`src/rtl/z80_bus_pkg.sv`:
```
// Shared types for the Z80 bus initiator: FSM state encoding and bus cycle types.
package z80_bus_pkg;

  typedef enum logic [2:0] {
    ST_IDLE,
    ST_T1,
    ST_T2,
    ST_TA,
    ST_TW,
    ST_T3
  } state_t;

  // Bit 1 selects I/O space, bit 0 selects write.
  typedef enum logic [1:0] {
    MEM_RD = 2'b00,
    MEM_WR = 2'b01,
    IO_RD  = 2'b10,
    IO_WR  = 2'b11
  } cyc_t;

  localparam logic [7:0] TIMEOUT_RDATA = 8'hFF;

  function automatic logic cyc_is_io(cyc_t c);
    return c[1];
  endfunction

  function automatic logic cyc_is_wr(cyc_t c);
    return c[0];
  endfunction

endpackage

```
`src/rtl/z80_bus_initiator_if.sv`:
```
// Request/response handshake and Z80 bus pins of the bus initiator.
interface z80_bus_initiator_if;
  logic        i_req_valid;
  logic        i_req_wr;
  logic        i_req_io;
  logic [15:0] i_req_addr;
  logic [7:0]  i_req_wdata;
  logic        o_req_ready;
  logic        o_rsp_valid;
  logic [7:0]  o_rsp_rdata;
  logic        o_rsp_err;
  logic [15:0] o_addr;
  logic [7:0]  o_data;
  logic        o_data_oe;
  logic        o_mreq_n;
  logic        o_iorq_n;
  logic        o_rd_n;
  logic        o_wr_n;
  logic        i_wait;
  logic [7:0]  i_data;

  modport master (
    input  i_req_valid, i_req_wr, i_req_io, i_req_addr, i_req_wdata, i_wait, i_data,
    output o_req_ready, o_rsp_valid, o_rsp_rdata, o_rsp_err,
    output o_addr, o_data, o_data_oe, o_mreq_n, o_iorq_n, o_rd_n, o_wr_n
  );

  modport slave (
    output i_req_valid, i_req_wr, i_req_io, i_req_addr, i_req_wdata, i_wait, i_data,
    input  o_req_ready, o_rsp_valid, o_rsp_rdata, o_rsp_err,
    input  o_addr, o_data, o_data_oe, o_mreq_n, o_iorq_n, o_rd_n, o_wr_n
  );
endinterface

```
`src/rtl/z80_bus_wait_watchdog.sv`:
```
// Counts consecutive TW states; flags the TW state in which the wait limit is reached.
module z80_bus_wait_watchdog #(
  parameter int TIMEOUT_CYCLES = 255
) (
  input  logic i_clk,
  input  logic i_reset,
  input  logic i_in_tw,
  output logic o_expired
);
  localparam int W = (TIMEOUT_CYCLES > 1) ? $clog2(TIMEOUT_CYCLES) : 1;
  localparam logic [W-1:0] LOAD = W'(TIMEOUT_CYCLES - 1);

  logic [W-1:0] cnt_q, cnt_d;

  // Down-counter is preloaded outside TW so the first TW already sees LOAD.
  always_comb begin
    cnt_d = cnt_q;
    if (!i_in_tw) begin
      cnt_d = LOAD;
    end else if (cnt_q != '0) begin
      cnt_d = cnt_q - 1'b1;
    end
  end

  always_ff @(posedge i_clk) begin
    if (i_reset) begin
      cnt_q <= LOAD;
    end else begin
      cnt_q <= cnt_d;
    end
  end

  assign o_expired = i_in_tw && (cnt_q == '0);
endmodule

```
`src/rtl/z80_bus_initiator.sv`:
```
// Z80 bus cycle initiator: runs one memory or I/O read/write per accepted request.
// Optional wait timeout enabled by defining Z80_BUS_INITIATOR_WAIT_TIMEOUT_EN.
//
// state | meaning
// IDLE  | ready for request; also the response cycle after T3
// T1    | address out, memory strobes start
// T2    | I/O strobes start; memory wait sample point
// TA    | automatic I/O wait; last TA is the I/O wait sample point
// TW    | extended wait while peripheral holds i_wait
// T3    | final bus state; read data captured on exit
module z80_bus_initiator
  import z80_bus_pkg::*;
#(
  parameter int IO_AUTO_WAIT   = 1,
  parameter int TIMEOUT_CYCLES = 255
) (
  input logic                  i_clk,
  input logic                  i_reset,
  z80_bus_initiator_if.master  bus
);
  if (IO_AUTO_WAIT < 0 || IO_AUTO_WAIT > 3) begin : g_bad_auto_wait
    $error("IO_AUTO_WAIT must be within 0..3");
  end
  if (TIMEOUT_CYCLES < 1) begin : g_bad_timeout
    $error("TIMEOUT_CYCLES must be at least 1");
  end

  localparam logic [1:0] TA_LOAD = (IO_AUTO_WAIT > 0) ? 2'(IO_AUTO_WAIT - 1) : 2'd0;

  state_t      state_q, state_d;
  cyc_t        cyc_q, cyc_d;
  logic [15:0] addr_q, addr_d;
  logic [7:0]  wdata_q, wdata_d;
  logic [1:0]  ta_cnt_q, ta_cnt_d;
  logic        rsp_valid_q, rsp_valid_d;
  logic [7:0]  rsp_rdata_q, rsp_rdata_d;

`ifdef Z80_BUS_INITIATOR_WAIT_TIMEOUT_EN
  logic wd_expired;
  logic tmo_q, tmo_d;
  logic rsp_err_q, rsp_err_d;

  z80_bus_wait_watchdog #(
    .TIMEOUT_CYCLES(TIMEOUT_CYCLES)
  ) u_wait_watchdog (
    .i_clk     (i_clk),
    .i_reset   (i_reset),
    .i_in_tw   (state_q == ST_TW),
    .o_expired (wd_expired)
  );
`endif

  always_comb begin
    state_d     = state_q;
    cyc_d       = cyc_q;
    addr_d      = addr_q;
    wdata_d     = wdata_q;
    ta_cnt_d    = ta_cnt_q;
    rsp_valid_d = 1'b0;
    rsp_rdata_d = rsp_rdata_q;
`ifdef Z80_BUS_INITIATOR_WAIT_TIMEOUT_EN
    tmo_d       = tmo_q;
    rsp_err_d   = 1'b0;
`endif
    unique case (state_q)
      ST_IDLE: begin
        if (bus.i_req_valid) begin
          cyc_d   = cyc_t'({bus.i_req_io, bus.i_req_wr});
          addr_d  = bus.i_req_addr;
          wdata_d = bus.i_req_wdata;
          state_d = ST_T1;
`ifdef Z80_BUS_INITIATOR_WAIT_TIMEOUT_EN
          tmo_d   = 1'b0;
`endif
        end
      end
      ST_T1: state_d = ST_T2;
      ST_T2: begin
        if (cyc_is_io(cyc_q) && IO_AUTO_WAIT > 0) begin
          state_d  = ST_TA;
          ta_cnt_d = TA_LOAD;
        end else begin
          state_d = bus.i_wait ? ST_TW : ST_T3;
        end
      end
      ST_TA: begin
        if (ta_cnt_q == 2'd0) begin
          state_d = bus.i_wait ? ST_TW : ST_T3;
        end else begin
          ta_cnt_d = ta_cnt_q - 2'd1;
        end
      end
      ST_TW: begin
        if (!bus.i_wait) begin
          state_d = ST_T3;
        end
`ifdef Z80_BUS_INITIATOR_WAIT_TIMEOUT_EN
        else if (wd_expired) begin
          state_d = ST_T3;
          tmo_d   = 1'b1;
        end
`endif
      end
      ST_T3: begin
        state_d     = ST_IDLE;
        rsp_valid_d = 1'b1;
        rsp_rdata_d = cyc_is_wr(cyc_q) ? 8'h00 : bus.i_data;
`ifdef Z80_BUS_INITIATOR_WAIT_TIMEOUT_EN
        if (tmo_q) begin
          rsp_rdata_d = TIMEOUT_RDATA;
          rsp_err_d   = 1'b1;
        end
`endif
      end
      default: state_d = ST_IDLE;
    endcase
  end

  always_ff @(posedge i_clk) begin
    if (i_reset) begin
      state_q     <= ST_IDLE;
      cyc_q       <= MEM_RD;
      addr_q      <= '0;
      wdata_q     <= '0;
      ta_cnt_q    <= '0;
      rsp_valid_q <= 1'b0;
      rsp_rdata_q <= '0;
    end else begin
      state_q     <= state_d;
      cyc_q       <= cyc_d;
      addr_q      <= addr_d;
      wdata_q     <= wdata_d;
      ta_cnt_q    <= ta_cnt_d;
      rsp_valid_q <= rsp_valid_d;
      rsp_rdata_q <= rsp_rdata_d;
    end
  end

`ifdef Z80_BUS_INITIATOR_WAIT_TIMEOUT_EN
  always_ff @(posedge i_clk) begin
    if (i_reset) begin
      tmo_q     <= 1'b0;
      rsp_err_q <= 1'b0;
    end else begin
      tmo_q     <= tmo_d;
      rsp_err_q <= rsp_err_d;
    end
  end
  assign bus.o_rsp_err = rsp_err_q;
`else
  assign bus.o_rsp_err = 1'b0;
`endif

  logic        is_io, is_wr;
  logic        mreq_n, iorq_n, rd_n, wr_n, data_oe;
  logic [15:0] addr_out;
  logic [7:0]  data_out;

  assign is_io = cyc_is_io(cyc_q);
  assign is_wr = cyc_is_wr(cyc_q);

  // Strobes decode straight from the registered state; memory strobes lead I/O by one state.
  always_comb begin
    mreq_n   = 1'b1;
    iorq_n   = 1'b1;
    rd_n     = 1'b1;
    wr_n     = 1'b1;
    data_oe  = 1'b0;
    addr_out = 16'h0000;
    data_out = 8'h00;
    if (state_q != ST_IDLE) begin
      addr_out = addr_q;
      if (is_wr) begin
        data_oe  = 1'b1;
        data_out = wdata_q;
      end
      if (!is_io) begin
        if (state_q inside {ST_T1, ST_T2, ST_TW, ST_T3}) begin
          mreq_n = 1'b0;
          rd_n   = is_wr;
        end
        if (is_wr && state_q inside {ST_T2, ST_TW, ST_T3}) begin
          wr_n = 1'b0;
        end
      end else if (state_q inside {ST_T2, ST_TA, ST_TW, ST_T3}) begin
        iorq_n = 1'b0;
        rd_n   = is_wr;
        wr_n   = !is_wr;
      end
    end
  end

  assign bus.o_req_ready = (state_q == ST_IDLE);
  assign bus.o_rsp_valid = rsp_valid_q;
  assign bus.o_rsp_rdata = rsp_rdata_q;
  assign bus.o_addr      = addr_out;
  assign bus.o_data      = data_out;
  assign bus.o_data_oe   = data_oe;
  assign bus.o_mreq_n    = mreq_n;
  assign bus.o_iorq_n    = iorq_n;
  assign bus.o_rd_n      = rd_n;
  assign bus.o_wr_n      = wr_n;
endmodule

```
`src/flat_wrapper.sv`:
```
// flat-port wrapper written by rule: the top's interface ports become plain ports
module z80_bus_initiator_flat import z80_bus_pkg::*;
#(
  parameter int IO_AUTO_WAIT   = 1,
  parameter int TIMEOUT_CYCLES = 255
)
  (i_clk, i_reset, bus_i_req_valid, bus_i_req_wr, bus_i_req_io, bus_i_req_addr, bus_i_req_wdata, bus_i_wait, bus_i_data, bus_o_req_ready, bus_o_rsp_valid, bus_o_rsp_rdata, bus_o_rsp_err, bus_o_addr, bus_o_data, bus_o_data_oe, bus_o_mreq_n, bus_o_iorq_n, bus_o_rd_n, bus_o_wr_n);
  z80_bus_initiator_if bus_i ();
  input logic i_clk;
  input logic i_reset;
  input wire logic [$bits(bus_i.i_req_valid)-1:0] bus_i_req_valid;
  input wire logic [$bits(bus_i.i_req_wr)-1:0] bus_i_req_wr;
  input wire logic [$bits(bus_i.i_req_io)-1:0] bus_i_req_io;
  input wire logic [$bits(bus_i.i_req_addr)-1:0] bus_i_req_addr;
  input wire logic [$bits(bus_i.i_req_wdata)-1:0] bus_i_req_wdata;
  input wire logic [$bits(bus_i.i_wait)-1:0] bus_i_wait;
  input wire logic [$bits(bus_i.i_data)-1:0] bus_i_data;
  output wire logic [$bits(bus_i.o_req_ready)-1:0] bus_o_req_ready;
  output wire logic [$bits(bus_i.o_rsp_valid)-1:0] bus_o_rsp_valid;
  output wire logic [$bits(bus_i.o_rsp_rdata)-1:0] bus_o_rsp_rdata;
  output wire logic [$bits(bus_i.o_rsp_err)-1:0] bus_o_rsp_err;
  output wire logic [$bits(bus_i.o_addr)-1:0] bus_o_addr;
  output wire logic [$bits(bus_i.o_data)-1:0] bus_o_data;
  output wire logic [$bits(bus_i.o_data_oe)-1:0] bus_o_data_oe;
  output wire logic [$bits(bus_i.o_mreq_n)-1:0] bus_o_mreq_n;
  output wire logic [$bits(bus_i.o_iorq_n)-1:0] bus_o_iorq_n;
  output wire logic [$bits(bus_i.o_rd_n)-1:0] bus_o_rd_n;
  output wire logic [$bits(bus_i.o_wr_n)-1:0] bus_o_wr_n;
  assign bus_i.i_req_valid = bus_i_req_valid;
  assign bus_i.i_req_wr = bus_i_req_wr;
  assign bus_i.i_req_io = bus_i_req_io;
  assign bus_i.i_req_addr = bus_i_req_addr;
  assign bus_i.i_req_wdata = bus_i_req_wdata;
  assign bus_i.i_wait = bus_i_wait;
  assign bus_i.i_data = bus_i_data;
  assign bus_o_req_ready = bus_i.o_req_ready;
  assign bus_o_rsp_valid = bus_i.o_rsp_valid;
  assign bus_o_rsp_rdata = bus_i.o_rsp_rdata;
  assign bus_o_rsp_err = bus_i.o_rsp_err;
  assign bus_o_addr = bus_i.o_addr;
  assign bus_o_data = bus_i.o_data;
  assign bus_o_data_oe = bus_i.o_data_oe;
  assign bus_o_mreq_n = bus_i.o_mreq_n;
  assign bus_o_iorq_n = bus_i.o_iorq_n;
  assign bus_o_rd_n = bus_i.o_rd_n;
  assign bus_o_wr_n = bus_i.o_wr_n;
  z80_bus_initiator #(.IO_AUTO_WAIT(IO_AUTO_WAIT), .TIMEOUT_CYCLES(TIMEOUT_CYCLES)) u_core (.i_clk(i_clk), .i_reset(i_reset), .bus(bus_i));
endmodule
```
`config.mk`:
```
export PLATFORM = sky130hd
export DESIGN_NAME = z80_bus_initiator_flat
export DESIGN_NICKNAME = d
export VERILOG_FILES = /design/src/rtl/z80_bus_pkg.sv /design/src/rtl/z80_bus_initiator_if.sv /design/src/rtl/z80_bus_wait_watchdog.sv /design/src/rtl/z80_bus_initiator.sv /design/src/flat_wrapper.sv
export SDC_FILE = /design/constraint.sdc
export NUM_CORES = 1
export LEC_CHECK = 0
export ABC_CLOCK_PERIOD_IN_PS = 1340
export BUFFER_PORTS_ARGS = -buffer_cell sky130_fd_sc_hd__buf_2
export CAP_MARGIN = 5
export CORE_MARGIN = 2
export CORE_UTILIZATION = 42
export CTS_CLUSTER_SIZE = 20
export DETAILED_ROUTE_END_ITERATION = 16
export HOLD_SLACK_MARGIN = 0.08
export PLACE_DENSITY = 0.79
export SETUP_SLACK_MARGIN = 0.4
export SYNTH_ARGS = -nofsm -noshare
export SYNTH_HDL_FRONTEND = slang
export SYNTH_SLANG_ARGS = --single-unit
```
`constraint.sdc`:
```
create_clock -name i_clk -period 1.34 [get_ports i_clk]
set_input_delay 0.134 -clock i_clk [delete_from_list [all_inputs] [get_ports i_clk]]
set_output_delay 0.134 -clock i_clk [all_outputs]
set_load 0.02 [all_outputs]
```
* After elaboration in Yosys (flattened, before gate mapping)
Cells that the tools add are included.
Widths: inputs -> output; s select.
** Operators by class
- Muxes and demuxes :: 30
- Reductions and logical operators :: 12
- Equality and inequality tests :: 10
- $add $sub $neg :: 1
** Operators with widths (count)
- $mux 8 :: 3
- $mux 1 :: 18
- $mux 16 :: 1
- $pmux 3 s5 :: 1
- $mux 3 :: 4
- $reduce_bool 4->1 :: 2
- $eq 3x2->1 const B :: 2
- $eq 3x3->1 const B :: 2
- $ne 2x2->1 const B :: 3
- $reduce_and 3->1 :: 2
- $reduce_bool 3->1 :: 2
- $mux 2 :: 2
- $ne 2x1->1 const B :: 2
- $pmux 2 s2 :: 1
- $eq 3x1->1 const B :: 1
- $logic_not 3->1 :: 1
- $logic_not 2->1 :: 1
- $reduce_and 2->1 :: 1
- $reduce_bool 2->1 :: 1
- $sub 2x1->2 const B :: 1
- $logic_and 1x1->1 :: 1
- $logic_not 1->1 :: 1
** Storage, ports and cells
- Input port bits :: 38
- Logic and storage cells :: 60
- Output and inout bits :: 40
- Bits in registers :: 40

* Longest topological paths before layout
- Word-level depth :: 6
- Depth in mapped cells :: 5
- Mapped depth without buffers :: 5

* Worst setup path after synthesis
No wires, ideal clock.
- Path type :: register -> output
- Start point :: reg u_core.state_q[1]
- End point :: out bus_o_rd_n
- Buffers on the path :: 1
- Stages on the path, launching flop included :: 5
- Arrival time :: 1.432 ns
- Slack :: -0.226 ns
- Data required time :: 1.206 ns
- Cell sequence :: dfxtp_1 buf_2 nor2b_1 o21ai_0 a21o_1
** On the way
- Longest elaborated chain between the ends :: 5
- Elaborated cells between the ends (all ways) :: 12
- Those cells by class :: 5 x eq/ne; 4 x mux; 3 x reduce/logical
** Ends and longest elaborated chain
- start, declared :: RTL line z80_bus_initiator.sv:30 : state_t state_q, state_d;
- start signal, assigned :: RTL line z80_bus_initiator.sv:129 : state_q <= state_d;
- $eq 3x1->1 (tied with other cells) :: RTL line z80_bus_initiator.sv:178 : if (state_q inside {ST_T1, ST_T2, ST_TW, ST_T3}) begin
- $reduce_bool 4->1 (on tied branches) :: RTL line z80_bus_initiator.sv:178, z80_bus_initiator.sv:185
- $mux 1 (on tied branches) :: RTL line z80_bus_initiator.sv:178, z80_bus_initiator.sv:185
- $mux 1 :: RTL line z80_bus_initiator.sv:177 : if (!is_io) begin
- $mux 1 (*) :: RTL line z80_bus_initiator.sv:171 : if (state_q != ST_IDLE) begin
- end, declared :: RTL line flat_wrapper.sv:27 : output wire logic [$bits(bus_i.o_rd_n)-1:0] bus_o_rd_n;
Mark *: on every way between the ends. The rest lies on a longest branch, timed or not.

* Worst setup path after layout
- Start point :: reg u_core.state_q[0]
- End point :: out bus_o_data[4]
** On the way
- Longest elaborated chain between the ends :: 2
** Ends and longest elaborated chain
- $reduce_bool 3->1 :: RTL line z80_bus_initiator.sv:171
- $mux 8 :: RTL line z80_bus_initiator.sv:171
- end, declared :: RTL line flat_wrapper.sv:23 : output wire logic [$bits(bus_i.o_data)-1:0] bus_o_data;
Every way passes these cells.

==> metrics.cfg <==
[synth]
yosysWarnings=0
ys_ff_latch=40
seq_area_frac_synth=0.444
postSynthCellCount=228
synth_cell_types=34
syn_area_sq_mm=0.00180
avgSynthCellArea_sq_um=7.91
syn_nets=267

[clock_tree]
cts_tree=built
clock_path_buffers=2
clk_pin_slew_ns=0.09
root_buffer=clkbuf_8
cts_max_level=2
clk_latency_ns=0.29
cts_num_sinks=40
cts_made_buffers=5

[status]
violations=negative setup slack
status=complete, but fails checks

[critical_path]
critPathKind=reg2out
r2r_slack_ns=-0.36
start_kind=flop
rr_endpoint=u_core.wdata_q[6]
worstPathMaxFanout=7
critPathRequiredTime_ns=1.21
end_kind=output port
reg2reg_from=u_core.state_q[2]
reg2reg_depth=9
worst-endpoint-arrival_ns=1.57

[hold_path]
min-delay-start=bus_i_req_addr[4]
hold_path.class=in2reg
hold_path_depth=3
holdPathEnd=u_core.addr_q[4]

[place]
post-place-cells=346
routabilityCongestion=0.835
dp_hpwl_mm=3.02
postPlaceCellArea_sq_mm=0.00239
io_buffers=76
place_worst_setup_slack_ns=-0.0478

[die]
rows=23
die_w_microns=69.5
die-area_sq_mm=0.00483
ios=78
die_h_microns=69.5
start_util=0.444
coreArea_sq_mm=0.00406

[detailed_routing]
drc_errors=0
vias=2220
ant_nets=0
drt_first_pass_iters=4
wl_mm=7.90
wire_per_inst_microns=19.6
drtIter0Drc=169
avgViaCountPerCell=5.52

[final_layout]
antenna-diode-count=0
mostFrequentLayoutCells=buf_6 (44), buf_2 (37), nand2_1 (34), a21oi_2 (29), dfxtp_1 (28)
area_growth_pct=104
mostFrequentLayoutCell=buf_6
final_cell_area_sq_mm=0.00368
finalNonFillerCells=402
layout-drive-gt1-share=0.673
nets=390

[sta]
rsz0062_at_grt=true
worst_slack_ns=-0.362
setup_viol=67
holdWs_ns=0.0858
finalCritPeriodShare=1.27
min_period_ns=1.70
fmax_mhz=587
hold_viol_final=0
maxSlewViolCount=0
skew_ns=0.00662

[power]
power_density_mw_per_mm2=1030
power_leakage_nw=1.59
max-vdd-ir-drop_uv=1070
power_mw=3.78

[global_route]
grtUsageTotal=0.255
grt_overflow=0
grt_max_degree=33
grt_pass1_wl_mm=9.83
grt_pass1_vias=2119
antenna_found_initial=0

[run]
max_cap_violations=0

[cell families after synthesis]
kind of cell,after synthesis,share of synthesized area
AOI/OAI and AO/OA,47,0.141
adders and majority gates,1,0.00694
buffers and inverters,23,0.0729
DFF,40,0.444
other,1,0.00208
and+or+nand+nor,116,0.333
[worst max-delay path by stage]
stage,start,to,cells after the start
floorplan,u_core.state_q[2],u_core.cyc_q[1],5
global placement,u_core.state_q[2],bus_o_data[2],4
detailed placement,u_core.state_q[2],bus_o_data[2],4
CTS,u_core.state_q[2],bus_o_data[2],4
global route,u_core.state_q[2],u_core.wdata_q[6],9
finish,u_core.state_q[0],bus_o_data[4],4
[critical path: stages, from the launching register on]
cell	delay, ns
dfxtp_2	0.34
or3_4	0.46
buf_12	0.17
and3_4	0.18
buf_6	0.13
[state kept, by name, summed over array words and instances (netlist names)]
name,cells
u_core.addr_q,16
u_core.wdata_q,8
u_core.bus.o_rsp_valid,1
u_core.ta_cnt_q,2
u_core.state_q,3
u_core.bus.o_rsp_rdata,8
u_core.cyc_q,2
[layout make-up]
cell class	instances	area, sq um
Clock inverter	3	42.5
Clock buffer	5	68.8
Sequential cell	40	816
Tap cell	50	62.6
Multi-Input combinational cell	165	1340
Inverter	4	22.5
Fill cell	140	374
Timing Repair Buffer	135	1330
[stage by stage]
stage,setup TNS [ns],util
floorplan,0,-
global placement,-0.127,0.589
detailed placement,-0.232,0.589
CTS,-13.71,0.811
global route,-22.04,0.908
finish,-19.18,0.908
[synthesized netlist by cell type, drive strengths merged]
| cell type | instances | share of area |
|---|---|---|
| conb | 1 | 0.0021 |
| nor4b | 1 | 0.013 |
| buf | 9 | 0.044 |
| o21bai | 1 | 0.0042 |
| and2 | 18 | 0.062 |
| or4b | 1 | 0.0056 |
| o32ai | 1 | 0.0049 |
| nor3 | 2 | 0.0056 |
| ha | 1 | 0.0069 |
| inv | 4 | 0.0083 |
| or2 | 1 | 0.0035 |
| and3 | 8 | 0.028 |
| a211oi | 1 | 0.0042 |
| and3b | 1 | 0.0049 |
| o21ai | 5 | 0.014 |
| nand2b | 2 | 0.0069 |
| clkbuf | 10 | 0.021 |
| nor2b | 3 | 0.010 |
| or3 | 1 | 0.0035 |
| a22oi | 1 | 0.0042 |
| nand2 | 62 | 0.13 |
| nor2 | 3 | 0.0062 |
| and4 | 1 | 0.0049 |
| a21oi | 36 | 0.10 |
| a21o | 1 | 0.0042 |
| nand3 | 1 | 0.0028 |
| dfxtp | 40 | 0.44 |
| nor4 | 1 | 0.0035 |
| a31oi | 1 | 0.0035 |
| nand3b | 10 | 0.042 |
[what timing repair did]
item                                   4_1_cts  5_1_grt
endpoints found under the hold margin       22        0
setup endpoints to repair                   71       79
setup buffers                               13        7
hold buffers                                22        0
pin swaps                                   45       33
gates resized for setup                    103       83
gates cloned                                 3        3
[power by group]
group	switching [mW]	total, mW	internal, mW	leakage, nW
Clock	0.460	1.01	0.552	0.0541
Sequential	0.0665	1.34	1.27	0.332
Combinational	0.687	1.44	0.749	1.21
[metal layers]
metal | wire length, microns | track usage
met1 | 2820 | 0.275
met3 | 401 | 0.0494
met5 | 0 | 0
met4 | 355 | 0.100
met2 | 4320 | 0.482
No activity file was read; power rests on OpenSTA's default activity.
